$ cat config.mk
export PLATFORM = sky130hd
export DESIGN_NAME = ib_vc
export DESIGN_NICKNAME = d
export VERILOG_FILES = /design/src/rtl/ib_vc_pkg.sv /design/src/rtl/ib_fifo.sv /design/src/rtl/ib_vc.sv
export SDC_FILE = /design/constraint.sdc
export NUM_CORES = 1
export LEC_CHECK = 0
export CORE_MARGIN = 5
export CORE_UTILIZATION = 60
export DETAILED_ROUTE_END_ITERATION = 7
export PLACE_DENSITY = 0.91
export SYNTH_ARGS = -nofsm -noshare
export SYNTH_HDL_FRONTEND = slang
export SYNTH_SLANG_ARGS = --single-unit
export TNS_END_PERCENT = 5
$ cat constraint.sdc
create_clock -name clk -period 5.1 [get_ports clk]
set_clock_uncertainty 0.1 [all_clocks]
set_input_delay 1.02 -clock clk [delete_from_list [all_inputs] [get_ports clk]]
set_output_delay 1.02 -clock clk [all_outputs]
set_load 0.01 [all_outputs]
$ cat src/rtl/ib_vc_pkg.sv
// Shared flit type codes, FSM state type and flit-type helpers for the
// virtual-channel input buffer.
package ib_vc_pkg;

  localparam logic [1:0] FT_BODY = 2'b00;
  localparam logic [1:0] FT_HEAD = 2'b01;
  localparam logic [1:0] FT_TAIL = 2'b10;
  localparam logic [1:0] FT_HT   = 2'b11;

  typedef enum logic {ST_IDLE, ST_XFER} state_t;

  // A flit may start a packet only if it is a head or head+tail.
  function automatic logic opens_pkt(input logic [1:0] ft);
    return (ft != FT_BODY) && (ft != FT_TAIL);
  endfunction

  function automatic logic closes_pkt(input logic [1:0] ft);
    return (ft == FT_TAIL) || (ft == FT_HT);
  endfunction

endpackage

$ cat src/rtl/ib_fifo.sv
// Synchronous FIFO with a combinational front-of-queue output; one instance
// per virtual channel.
module ib_fifo #(
  parameter int W     = 8,
  parameter int DEPTH = 4
) (
  input  logic         clk,
  input  logic         rst,
  input  logic         we,
  input  logic         re,
  input  logic [W-1:0] din,
  output logic [W-1:0] dout,
  output logic         empty,
  output logic         full
);

  localparam int AW = $clog2(DEPTH);
  localparam int CW = AW + 1;

  logic [W-1:0]  mem [DEPTH];
  logic [AW-1:0] wp;
  logic [AW-1:0] rp;
  logic [CW-1:0] count;
  logic          do_wr;
  logic          do_rd;

  assign empty = (count == '0);
  assign full  = (count == CW'(DEPTH));
  assign dout  = mem[rp];
  assign do_wr = we && !full;
  assign do_rd = re && !empty;

  always_ff @(posedge clk) begin
    if (do_wr) mem[wp] <= din;
  end

  // Pointers wrap naturally at DEPTH; count tracks simultaneous push/pop.
  always_ff @(posedge clk) begin
    if (rst) begin
      wp    <= '0;
      rp    <= '0;
      count <= '0;
    end else begin
      if (do_wr) wp <= wp + 1'b1;
      if (do_rd) rp <= rp + 1'b1;
      count <= count + CW'(do_wr) - CW'(do_rd);
    end
  end

endmodule

$ cat src/rtl/ib_vc.sv
// Multi-VC switch input buffer: per-VC FIFOs, round-robin packet selection,
// one-hot output-port request and wormhole streaming under allocator ack.
module ib_vc
  import ib_vc_pkg::*;
#(
  parameter int DATAW = 32,
  parameter int NPORT = 5,
  parameter int DSTW  = 3,
  parameter int NVC   = 2,
  parameter int VCW   = 1,
  parameter int DEPTH = 4,
  parameter int FLITW = 2 + DSTW + DATAW
) (
  input  logic             clk,
  input  logic             rst,
  input  logic             vi,
  input  logic [VCW-1:0]   vci,
  input  logic [FLITW-1:0] pkti,
  output logic [NVC-1:0]   full,
  input  logic             ack,
  output logic [NPORT-1:0] req,
  output logic             vo,
  output logic [FLITW-1:0] pkto,
  output logic [VCW-1:0]   vco,
  output logic             err
);

  logic [NVC-1:0]   empty;
  logic [NVC-1:0]   we;
  logic [NVC-1:0]   re;
  logic [FLITW-1:0] front [NVC];

  state_t         state;
  logic [VCW-1:0] sel;
  logic [VCW-1:0] ptr;
  logic [VCW-1:0] cand;
  logic [VCW-1:0] pop_vc;
  logic           found;
  logic           pop;
  logic           idle_drop;
  logic           wr_err;
  logic [1:0]     cand_ft;
  logic [DSTW-1:0] cand_dst;
  logic [1:0]     sel_ft;

  // Writes to a full FIFO are refused even if it pops this cycle.
  for (genvar v = 0; v < NVC; v++) begin : g_vc
    assign we[v] = vi && (int'(vci) == v) && !full[v];
    assign re[v] = pop && (int'(pop_vc) == v);

    ib_fifo #(.W(FLITW), .DEPTH(DEPTH)) u_fifo (
      .clk   (clk),
      .rst   (rst),
      .we    (we[v]),
      .re    (re[v]),
      .din   (pkti),
      .dout  (front[v]),
      .empty (empty[v]),
      .full  (full[v])
    );
  end

  assign wr_err = vi && ((int'(vci) >= NVC) || full[vci]);

  // Round-robin scan starting one past the last served VC.
  always_comb begin
    found = 1'b0;
    cand  = '0;
    for (int i = 1; i <= NVC; i++) begin
      if (!found && !empty[(int'(ptr) + i) % NVC]) begin
        found = 1'b1;
        cand  = VCW'((int'(ptr) + i) % NVC);
      end
    end
  end

  assign cand_ft   = front[cand][FLITW-1 -: 2];
  assign cand_dst  = front[cand][DATAW +: DSTW];
  assign sel_ft    = front[sel][FLITW-1 -: 2];

  // A packet that cannot legally start is discarded one flit at a time.
  assign idle_drop = (state == ST_IDLE) && found &&
                     (!opens_pkt(cand_ft) || (int'(cand_dst) >= NPORT));

  assign vo     = (state == ST_XFER) && ack && !empty[sel];
  assign pkto   = vo ? front[sel] : '0;
  assign pop    = vo || idle_drop;
  assign pop_vc = (state == ST_XFER) ? sel : cand;

  // Packet-level FSM: choose a VC in IDLE, stream it in XFER until its tail.
  always_ff @(posedge clk) begin
    if (rst) begin
      state <= ST_IDLE;
      sel   <= '0;
      ptr   <= VCW'(NVC - 1);
      req   <= '0;
      vco   <= '0;
      err   <= 1'b0;
    end else begin
      if (wr_err) err <= 1'b1;
      case (state)
        ST_IDLE: begin
          if (found) begin
            sel <= cand;
            ptr <= cand;
            vco <= cand;
            if (idle_drop) begin
              err <= 1'b1;
            end else begin
              req   <= NPORT'(1) << cand_dst;
              state <= ST_XFER;
            end
          end
        end
        ST_XFER: begin
          if (vo && closes_pkt(sel_ft)) begin
            req   <= '0;
            state <= ST_IDLE;
          end
        end
      endcase
    end
  end

endmodule

==> results.txt <==
----------------------------------------------------
[Run status]
  Outcome ... complete, no violations

[Worst setup path]
  Data required time of the worst path ... 3980 ps
  Highest cell delay on the worst timing path ... 690 ps
  Bufs and invs on worst path ... 2
  Critical path destination ... pkto[5]
  Crit path max fanout ... 24
  Length in cells of the worst reg-to-reg path ... 13
  Slowest cell on the critical path ... nor3_1
  Endpoint of the lowest-slack register-to-register path ... g_vc[0].u_fifo.count[2]
  Type of origin of the critical path ... flip-flop
  Worst setup path start ... g_vc[1].u_fifo.count[2]
  Crit path max-delay family ... simple AND/OR/NAND/NOR gates
  Number of cells on the critical path ... 6
  Type of element capturing the critical path ... output pin
  Data arrival time of the critical path ... 3250 ps
  Type of the worst setup path ... flip-flop to output pin
  Setup slack of the worst register-to-register path ... 1220 ps
  Crit-path cells ... nor3_1, mux2i_1, nand3_2, buf_4, nor2_1, clkdlybuf4s50_1

[Floorplan]
  Floorplan die height ... 155.7 µm
  Standard-cell rows ... 53
  Total Die Area ... between 0.02 and 0.025 mm²
  Num ports ... 89
  Core region area ... 0.02096 mm²
  Initial core utilization ... 60.77%
  Die width ... 155.7 µm

[Route]
  Antenna-violating nets left ... 0
  Detailed Routing Iterations Pass 1 ... 5
  Final routed wirelength across all metal layers ... 27.49 mm
  Vias post-DR ... 6,496
  Drt initial violations ... slightly above 600
  Routed len/inst ... 26.15 µm
  Drt drc ... 0
  Number of vias per cell after detailed routing ... 6.181

[Yosys]
  Net count after synthesis ... 698
  Biggest area contributors in the synthesized netlist ... edfxtp_1 70%, mux4_2 13%, dfxtp_1 4.2%, mux2i_1 3.5%, nor2_1 1.6%
  Async S/R FF share, synth ... 0%
  Synthesized area per cell ... 19.84 µm²
  Most common cell in the netlist ... edfxtp_1
  Post-synthesis instance area ... 0.01273 mm²
  Number of distinct library cells after synthesis ... 42
  Post-synth EDFFs ... 296
  Number of instances in the synthesized netlist ... 642
  Synth area leader ... edfxtp_1
  Sequential-to-total area share from yosys stat ... 74.04%
  Number of storage elements in the synthesis netlist ... 323
  Fraction of synthesized cell area taken by the top area cell type ... 69.80%
  Most frequent cells after synthesis ... 296 x edfxtp_1, 74 x mux4_2, 54 x nor2_1, 44 x mux2i_1, 27 x dfxtp_1
  Total number of yosys warnings ... 0
  Main synth FF type ... edfxtp_1

[Timing]
  Worst Tran Pin Value ... around 1100 ps
  Final max-slew violation count ... 0
  Setup repair after global routing missed its margin ... no
  Share of the cycle needed by the critical path after routing ... 85.68%
  Number of endpoints failing setup at the final stage ... 0
  Final-layout worst hold slack ... 379.7 ps
  Final hold violation count ... 0
  Achievable clock frequency ... 228.8 MHz
  TNS Setup ... 0 ps
  Final Critical Period ... around 4400 ps
  Max_slew headroom ... around a quarter
  Fin worst setup slack ... 730.3 ps

[Final layout]
  Layout cell share with drive strength beyond 1 ... between 20 and 25%
  Filler-free cell count of the finished design ... 1,051
  Synthesis-to-finish area growth ... 17.26%
  Post-layout net count ... 806

[Power]
  Largest vdd supply drop ... 0.2625 mV
  Leakage power ... 4.792 nW
  Overall power of the completed layout ... ~0.0069 W
  Power density over the cells ... roughly 460 mW/mm²

[Placement]
  Routability congestion estimate from global placement ... 0.8633
  HPWL reported at the end of detailed placement ... 16.34 mm
  IO Port Bufs ... ~90
  Worst slack at placement ... 839.9 ps
  Placed instance count ... 992

[GRT]
  Overall fraction of global-route tracks in use ... 23.42%
  Sum of overflow across all layers after global routing ... 0
  Via count of the first global-routing pass ... 7,044
  Wire length of the first global-routing pass ... about 42 mm
  Antenna violations before repair ... 2
  Largest net degree at the start of global routing ... 44

[Clock tree]
  Root buffer cell ... clkbuf_16
  Longest Clk Path Bufs ... 3
  Total clock buffers created by CTS ... 31
  Number of sinks driven by the clock tree ... 323
  Clk_lat worst skew ... around 550 ps
  H-tree depth ... 1
  TritonCTS clock tree ... done
  Count of hold-fix buffers inserted at cts ... 0
  Buffer count from post-CTS setup fixing ... 0
  Clock-pin transition on the worst setup and hold timing paths ... 60 ps
  Quantity of gates resized following cts ... 0

[Min path]
  Kind of path behind the tightest hold check ... flip-flop to flip-flop

[Job]
  Max-capacitance violation count ... 0

----------------------------------------------------
stage by stage:
stage	util [%]	instance area (µm²)
final	71.26	14930
after global routing	71.26	14930
after CTS	71.25	14930
after detailed placement	66.74	13980
after global placement	66.74	13980
after floorplan	-	12730
registers in the layout, summed over array words and instances, names as in the netlist, named ones only:
name               flops
g_vc.u_fifo.count      6
sel                    1
state                  1
g_vc.u_fifo.mem      296
g_vc.u_fifo.rp         4
ptr                    1
g_vc.u_fifo.wp         4
err                    1
req                    5
per-layer routing:
metal / GRT usage, % / wire length [µm] / part of all wire (%)
met1: 31.01 / 10340 / 38
met2: 40.91 / 14530 / 53
met3: 4.632 / 2082 / 7.6
met4: 5.377 / 521 / 1.9
met5: 0 / 13 / 0.047
tightest hold or removal path, delay by kind of cell (launching register included):
kind	cells	cell delay [ps]
multiplexers	1	60
flip-flops	1	310
AND/OR/NAND/NOR	1	70
worst min-delay path by stage:
| stage | start | end | slack, ps | cells past startpoint |
|---|---|---|---|---|
| finish | req[4] | req[4] | 380 | 2 |
| floorplan | req[2] | req[2] | 400 | 2 |
| CTS | req[4] | req[4] | 380 | 2 |
| global route | req[4] | req[4] | 400 | 2 |
| detailed placement | req[4] | req[4] | 370 | 2 |
| global placement | req[4] | req[4] | 360 | 2 |
where the power goes:
group / leakage (nW) / switching (W) / total (W) / internal (W)
sequential: 2.91 / 0.000124 / 0.00318 / 0.00306
combinational: 1.43 / 0.000825 / 0.00159 / 0.000762
clock: 0.458 / 0.000914 / 0.00213 / 0.00122
total: 4.79 / 0.00186 / 0.00690 / 0.00503
cell families after synthesis:
kind of cell,synth area share [%]
simple gates,3.812
xor+xnor,0.4127
buf+inv,1.474
mux,17.22
compound gates,1.542
flops,74.04
fa+ha+maj,1.493
cells in the final DEF (no fill, tap or decap), types with 6 or more instances in the layout:
cell type / n
edfxtp_1: 296
clkdlybuf4s50_1: 88
mux4_2: 74
nor2_1: 54
mux2i_1: 44
clkbuf_16: 31
dfxtp_1: 22
buf_4: 19
inv_1: 13
ha_1: 12
a21oi_1: 10
clkbuf_1: 9
and2_2: 8
nor2b_1: 8
clkinv_1: 8
nand3_1: 6
nand2b_1: 6
area by class of cell:
cell class / count / area (µm²)
Antenna cell: 1 / 2.502
Clock buffer: 40 / 809.5
Clock inverter: 18 / 136.4
Fill cell: 1238 / 6022
Inverter: 13 / 48.80
Multi-Input combinational cell: 274 / 3133
Sequential cell: 323 / 9435
Tap cell: 275 / 344.1
Timing Repair Buffer: 107 / 1023
Note: power is estimated with default switching activity, not from simulation.
==> edit 1 (same settings) <==
Change the parameter `DATAW` from 32 to 64.
--- a/src/rtl/ib_vc.sv
+++ b/src/rtl/ib_vc.sv
@@ -4,5 +4,5 @@
   import ib_vc_pkg::*;
 #(
-  parameter int DATAW = 32,
+  parameter int DATAW = 64,
   parameter int NPORT = 5,
   parameter int DSTW  = 3,
Ports: changed (resized pkti and pkto); port bits go from 89 to 153. The function was not compared with the original's and may differ.
==> edit 1 against the original RTL <==
Critical path depth fell by 1. Setup slack got worse by 0.26 ns. Count of clock-buffer cells in the layout increased by 25. Hold slack worse by 0.0051 ns. Power increased by 73%. Register-to-register slack lost 0.02 ns. Routed wire length up 71%. Non-clock buffer count up 63. Synthesized cell count grew 63%. Die area increased by 70%. Cell area up 76%. Area after synthesis grew 76%. Sequential cell count increased by 256. Critical path type unchanged. Largest cell class unchanged. Highest routed layer unchanged.
==> edit 1: results (changes against the original RTL) <==
INFO  clock_network  cts.sink_count=579 [was 323]
INFO  layout         layout.comb_gates.multi_input=402 [was 274]
INFO  layout         largestRegisters=g_vc.u_fifo.mem (552), g_vc.u_fifo.count (6), req (5) [was g_vc.u_fifo.mem (296), g_vc.u_fifo.count (6), req (5)]
INFO  layout         final-nonclk-buf-share=6.79% [was 6.85%]
INFO  layout         final.fill_count=2,139 [was 1,238]
INFO  yosys          ys_seq_area_share=76.4% [was 74.0%]
INFO  placement      dp.cells=1,632 [was 992]
INFO  pwr            irDropWorstVdd=0.329mV [was 0.262 mV]
INFO  layout         post_route_cells_drive_above_1_share=20.4% [about the same]
INFO  setup_path     critical_path_peak_fanout=39 [was 24]
INFO  yosys          yosys.area_share.xor_xnor=0.234% [was 0.413%]
INFO  layout         area.sequential=17,100µm² [was 9440 µm²]
INFO  global_routing number_of_antenna_violations_at_the_first_check_in_global_routing=3 [was 2]
INFO  yosys          synth_adder_area_share=0.849% [was 1.49%]
INFO  layout         n_clock_buffer=65 [was 40]
INFO  timing         fin_hold_ws=0.375ns [was 0.380 ns]
INFO  setup_path     rrSetupSlack=1.20ns [was 1.22 ns]
INFO  outcome        run_status=finished clean [unchanged]
INFO  global_routing grt_first_pass_wirelength=71,200µm [was 42,400 µm]
INFO  yosys          compound_gate_fraction_of_synth_area=0.916% [was 1.54%]
INFO  layout         final_core_occ=71.4% [was 71.3%]
INFO  yosys          syn_avg_cell_area=21.4µm² [was 19.8 µm²]
INFO  yosys          synth.cells.most_frequent=edfxtp_1 (552), mux4_2 (138), nor2_1 (86) [was edfxtp_1 (296), mux4_2 (74), nor2_1 (54)]
INFO  global_routing grtUsageTotal=23.1% [was 23.4%]
INFO  yosys          synth_cell_types=43 [was 42]
INFO  global_routing grt_start_max_net_pins=59 [was 44]
INFO  pwr            power_frac_comb=20.1% [was 23.0%]
INFO  detailed_routing route.vias.total=10,900 [was 6,496]
INFO  layout         final_cells=1,732 [was 1,051]
INFO  layout         multi_input_area=5040µm² [was 3130 µm²]
INFO  detailed_routing detail_route.wirelength=47,100µm [was 27,500 µm]
INFO  setup_path     count_of_cells_along_the_worst_register_to_register_path=12 [was 13]
## edit 1: changes by cell type after synthesis, moves of 2 or more
cell,unedited run,this run
buf_2,0,12
clkbuf_1,16,25
edfxtp_1,296,552
mux2i_1,44,76
mux4_2,74,138
nor2_1,54,86
or3b_1,2,0
or3b_2,1,3
## edit 1: power by group through the flow
stage	clock (W)	combinational, W	sequential (W)
floorplan	0	0.00180	0.00563
global placement	0	0.00234	0.00582
detailed placement	0	0.00240	0.00585
CTS	0.00385	0.00242	0.00575
global route	0.00406	0.00258	0.00578
finish	0.00380	0.00239	0.00574
## edit 1: worst max path at each step
| stage | slack (ns) | start | endpoint |
|---|---|---|---|
| CTS | 0.46 | sel | pkto[30] |
| detailed placement | 0.75 | ack | pkto[30] |
| global placement | 0.87 | ack | pkto[33] |
| finish | 0.47 | sel | pkto[30] |
| global route | 0.29 | sel | pkto[30] |
| floorplan | 1.30 | vci | g_vc[0].u_fifo.mem[0][0] |
## edit 1: per-layer routing
layer | up-vias | share of wire [%] | track usage, %
li1 | 4630 | - | -
met1 | 5719 | 40 | 31.7
met4 | 4 | 2.9 | 8.17
met5 | - | 0.045 | 0
met3 | 93 | 6.5 | 4.29
met2 | 444 | 51 | 38.1
## edit 1: cell families (layout without fill, tap and decap cells)
| family | count (synthesis) | in the layout |
|---|---|---|
| flops | 579 | 579 |
| mux | 221 | 221 |
| simple gates | 134 | 134 |
| other cells | 0 | 1 |
| compound gates | 27 | 27 |
| xor+xnor | 6 | 6 |
| buf+inv | 67 | 282 |
| fa+ha+maj | 14 | 14 |
## edit 1: critical path, cell delays in order, from the launching register on
cell	delay [ns]
dfxtp_4	0.82
mux2i_1	0.36
nand3_4	0.41
buf_4	0.44
nor2_1	0.24
clkdlybuf4s50_1	0.58
==> edit 2 (same flow settings) <==
Without the edit above. Reset style: asynchronous (`rst`), changed in 2 clocked blocks.
--- a/src/rtl/ib_fifo.sv
+++ b/src/rtl/ib_fifo.sv
@@ -36,5 +36,5 @@
 
   // Pointers wrap naturally at DEPTH; count tracks simultaneous push/pop.
-  always_ff @(posedge clk) begin
+  always_ff @(posedge clk or posedge rst) begin
     if (rst) begin
       wp    <= '0;
--- a/src/rtl/ib_vc.sv
+++ b/src/rtl/ib_vc.sv
@@ -89,5 +89,5 @@
 
   // Packet-level FSM: choose a VC in IDLE, stream it in XFER until its tail.
-  always_ff @(posedge clk) begin
+  always_ff @(posedge clk or posedge rst) begin
     if (rst) begin
       state <= ST_IDLE;
Formal check against the unedited RTL: differs if rst is asserted again (counterexample within 4 cycles, from zero or initial values and one cycle with rst high); with rst held inactive, the same outputs for 4 cycles.
==> edit 2 against the original RTL <==
Power is 19% higher. Maximum frequency is 1.8% lower. Synthesized cell count is 4.7% lower. Sequential cell count is 4 lower. Setup slack worse by 0.080 ns. Core utilization is 0.45 points lower. Cell area is 0.95% lower. Sequential power is 12% higher. Area after synthesis is 0.46% lower. Routed wire length is 1.9% lower. Clock power is 2% lower. Final cell count is 3.8% lower. Largest power group unchanged. Highest routed layer is now met4.
==> edit 2: results (changes against the original RTL) <==
INFO  setup_path     rr_endpoint=g_vc[0].u_fifo.count[2] [unchanged]
INFO  placement      dp.cells=956 [was 992]
INFO  global_routing via_count_of_the_first_global_routing_pass=6,755 [was 7,044]
INFO  setup_path     critPathSlowestCell=a211o_1 [was nor3_1]
INFO  pwr            irDropWorstVdd=0.351mV [was 0.262 mV]
INFO  global_routing grt_start_max_net_pins=38 [was 44]
INFO  detailed_routing drt_iter0_markers=514 [was 612]
INFO  outcome        run_status=finished clean [unchanged]
INFO  setup_path     count_of_cells_along_the_worst_register_to_register_path=11 [was 13]
INFO  detailed_routing via_per_inst=6.24 [was 6.18]
INFO  detailed_routing avgRoutedWirePerCell=26.7µm [was 26.2 µm]
INFO  yosys          ys_seq_area_share=74.7% [was 74.0%]
INFO  yosys          syn_avg_cell_area=20.7µm² [was 19.8 µm²]
INFO  placement      hpwlAfterDp=15,500µm [was 16,300 µm]
INFO  yosys          synth.top_cells.by_area=edfxtp_1 (70%), mux4_2 (13%), dfrtp_1 (4.3%), mux2i_1 (3.0%), nor2_1 (1.3%) [was edfxtp_1 (70%), mux4_2 (13%), dfxtp_1 (4.2%), mux2i_1 (3.5%), nor2_1 (1.6%)]
INFO  global_routing grt_first_pass_wirelength=41,100µm [was 42,400 µm]
INFO  setup_path     critical_path_arrival=3.33ns [was 3.25 ns]
INFO  pwr            leakage=5.00nW [was 4.79 nW]
INFO  hold_path      min_from=req[2] [was req[4]]
INFO  placement      globalplace.congestion=0.802 [was 0.863]
INFO  layout         nNetsFinal=770 [was 806]
INFO  layout         final.fill_count=1,207 [was 1,238]
INFO  setup_path     worst_path_largest_cell_delay=0.74ns [was 0.69 ns]
INFO  layout         post_route_cells_drive_above_1_share=19.4% [was 20.4%]
INFO  yosys          synth_cell_types=53 [was 42]
INFO  setup_path     cp-endpoint=pkto[8] [was pkto[5]]
==> edit 2: area by class of cell <==
| class | count | share of cell area (%) |
|---|---|---|
| Timing Repair Buffer | 98 | 6.63 |
| Inverter | 16 | 0.406 |
| Sequential cell | 319 | 64.0 |
| Multi-Input combinational cell | 248 | 20.4 |
| Clock buffer | 39 | 5.45 |
| Tap cell | 275 | 2.33 |
| Clock inverter | 16 | 0.770 |
==> edit 2: per-stage QoR <==
step	area (µm²)	util, %	worst slack, ns	total power [W]
after detailed placement	13900	66.4	0.710	0.00616
after floorplan	12700	-	2.07	0.00524
after global routing	14800	70.8	0.508	0.00858
after CTS	14800	70.8	0.634	0.00825
after global placement	13900	66.4	0.790	0.00602
final	14800	70.8	0.651	0.00819
==> edit 2: routing by layer <==
metal  GRT usage, %  up-vias  share of wire (%)
met2           39.4      321                 52
met3           3.98       70                7.3
li1               -     2673                  -
met4           7.21        0                3.1
met5              0        -                  0
met1           30.0     3241                 38
==> edit 2: cells by family after synthesis <==
family | count (synthesis) | share of synthesized area (%)
AOI/OAI and AO/OA | 28 | 1.75
xor gates and xnor gates | 10 | 0.750
adders and majority gates | 14 | 1.50
buffers and inverters | 45 | 1.62
DFF | 319 | 74.7
muxes | 117 | 16.7
and+or+nand+nor | 79 | 3.03
==> edit 2: power by group <==
part	total, W	switching [W]	internal [W]
clock network	0.00208	0.000915	0.00116
logic	0.00254	0.00125	0.00128
registers	0.00357	0.000348	0.00322
total	0.00819	0.00252	0.00567
==> edit 2: critical path: cells and delay by family, from the launching register on <==
family,cells,cell delay (ns)
flops,1,0.40
compound gates,1,0.74
simple gates,2,0.69
buf+inv,2,0.90
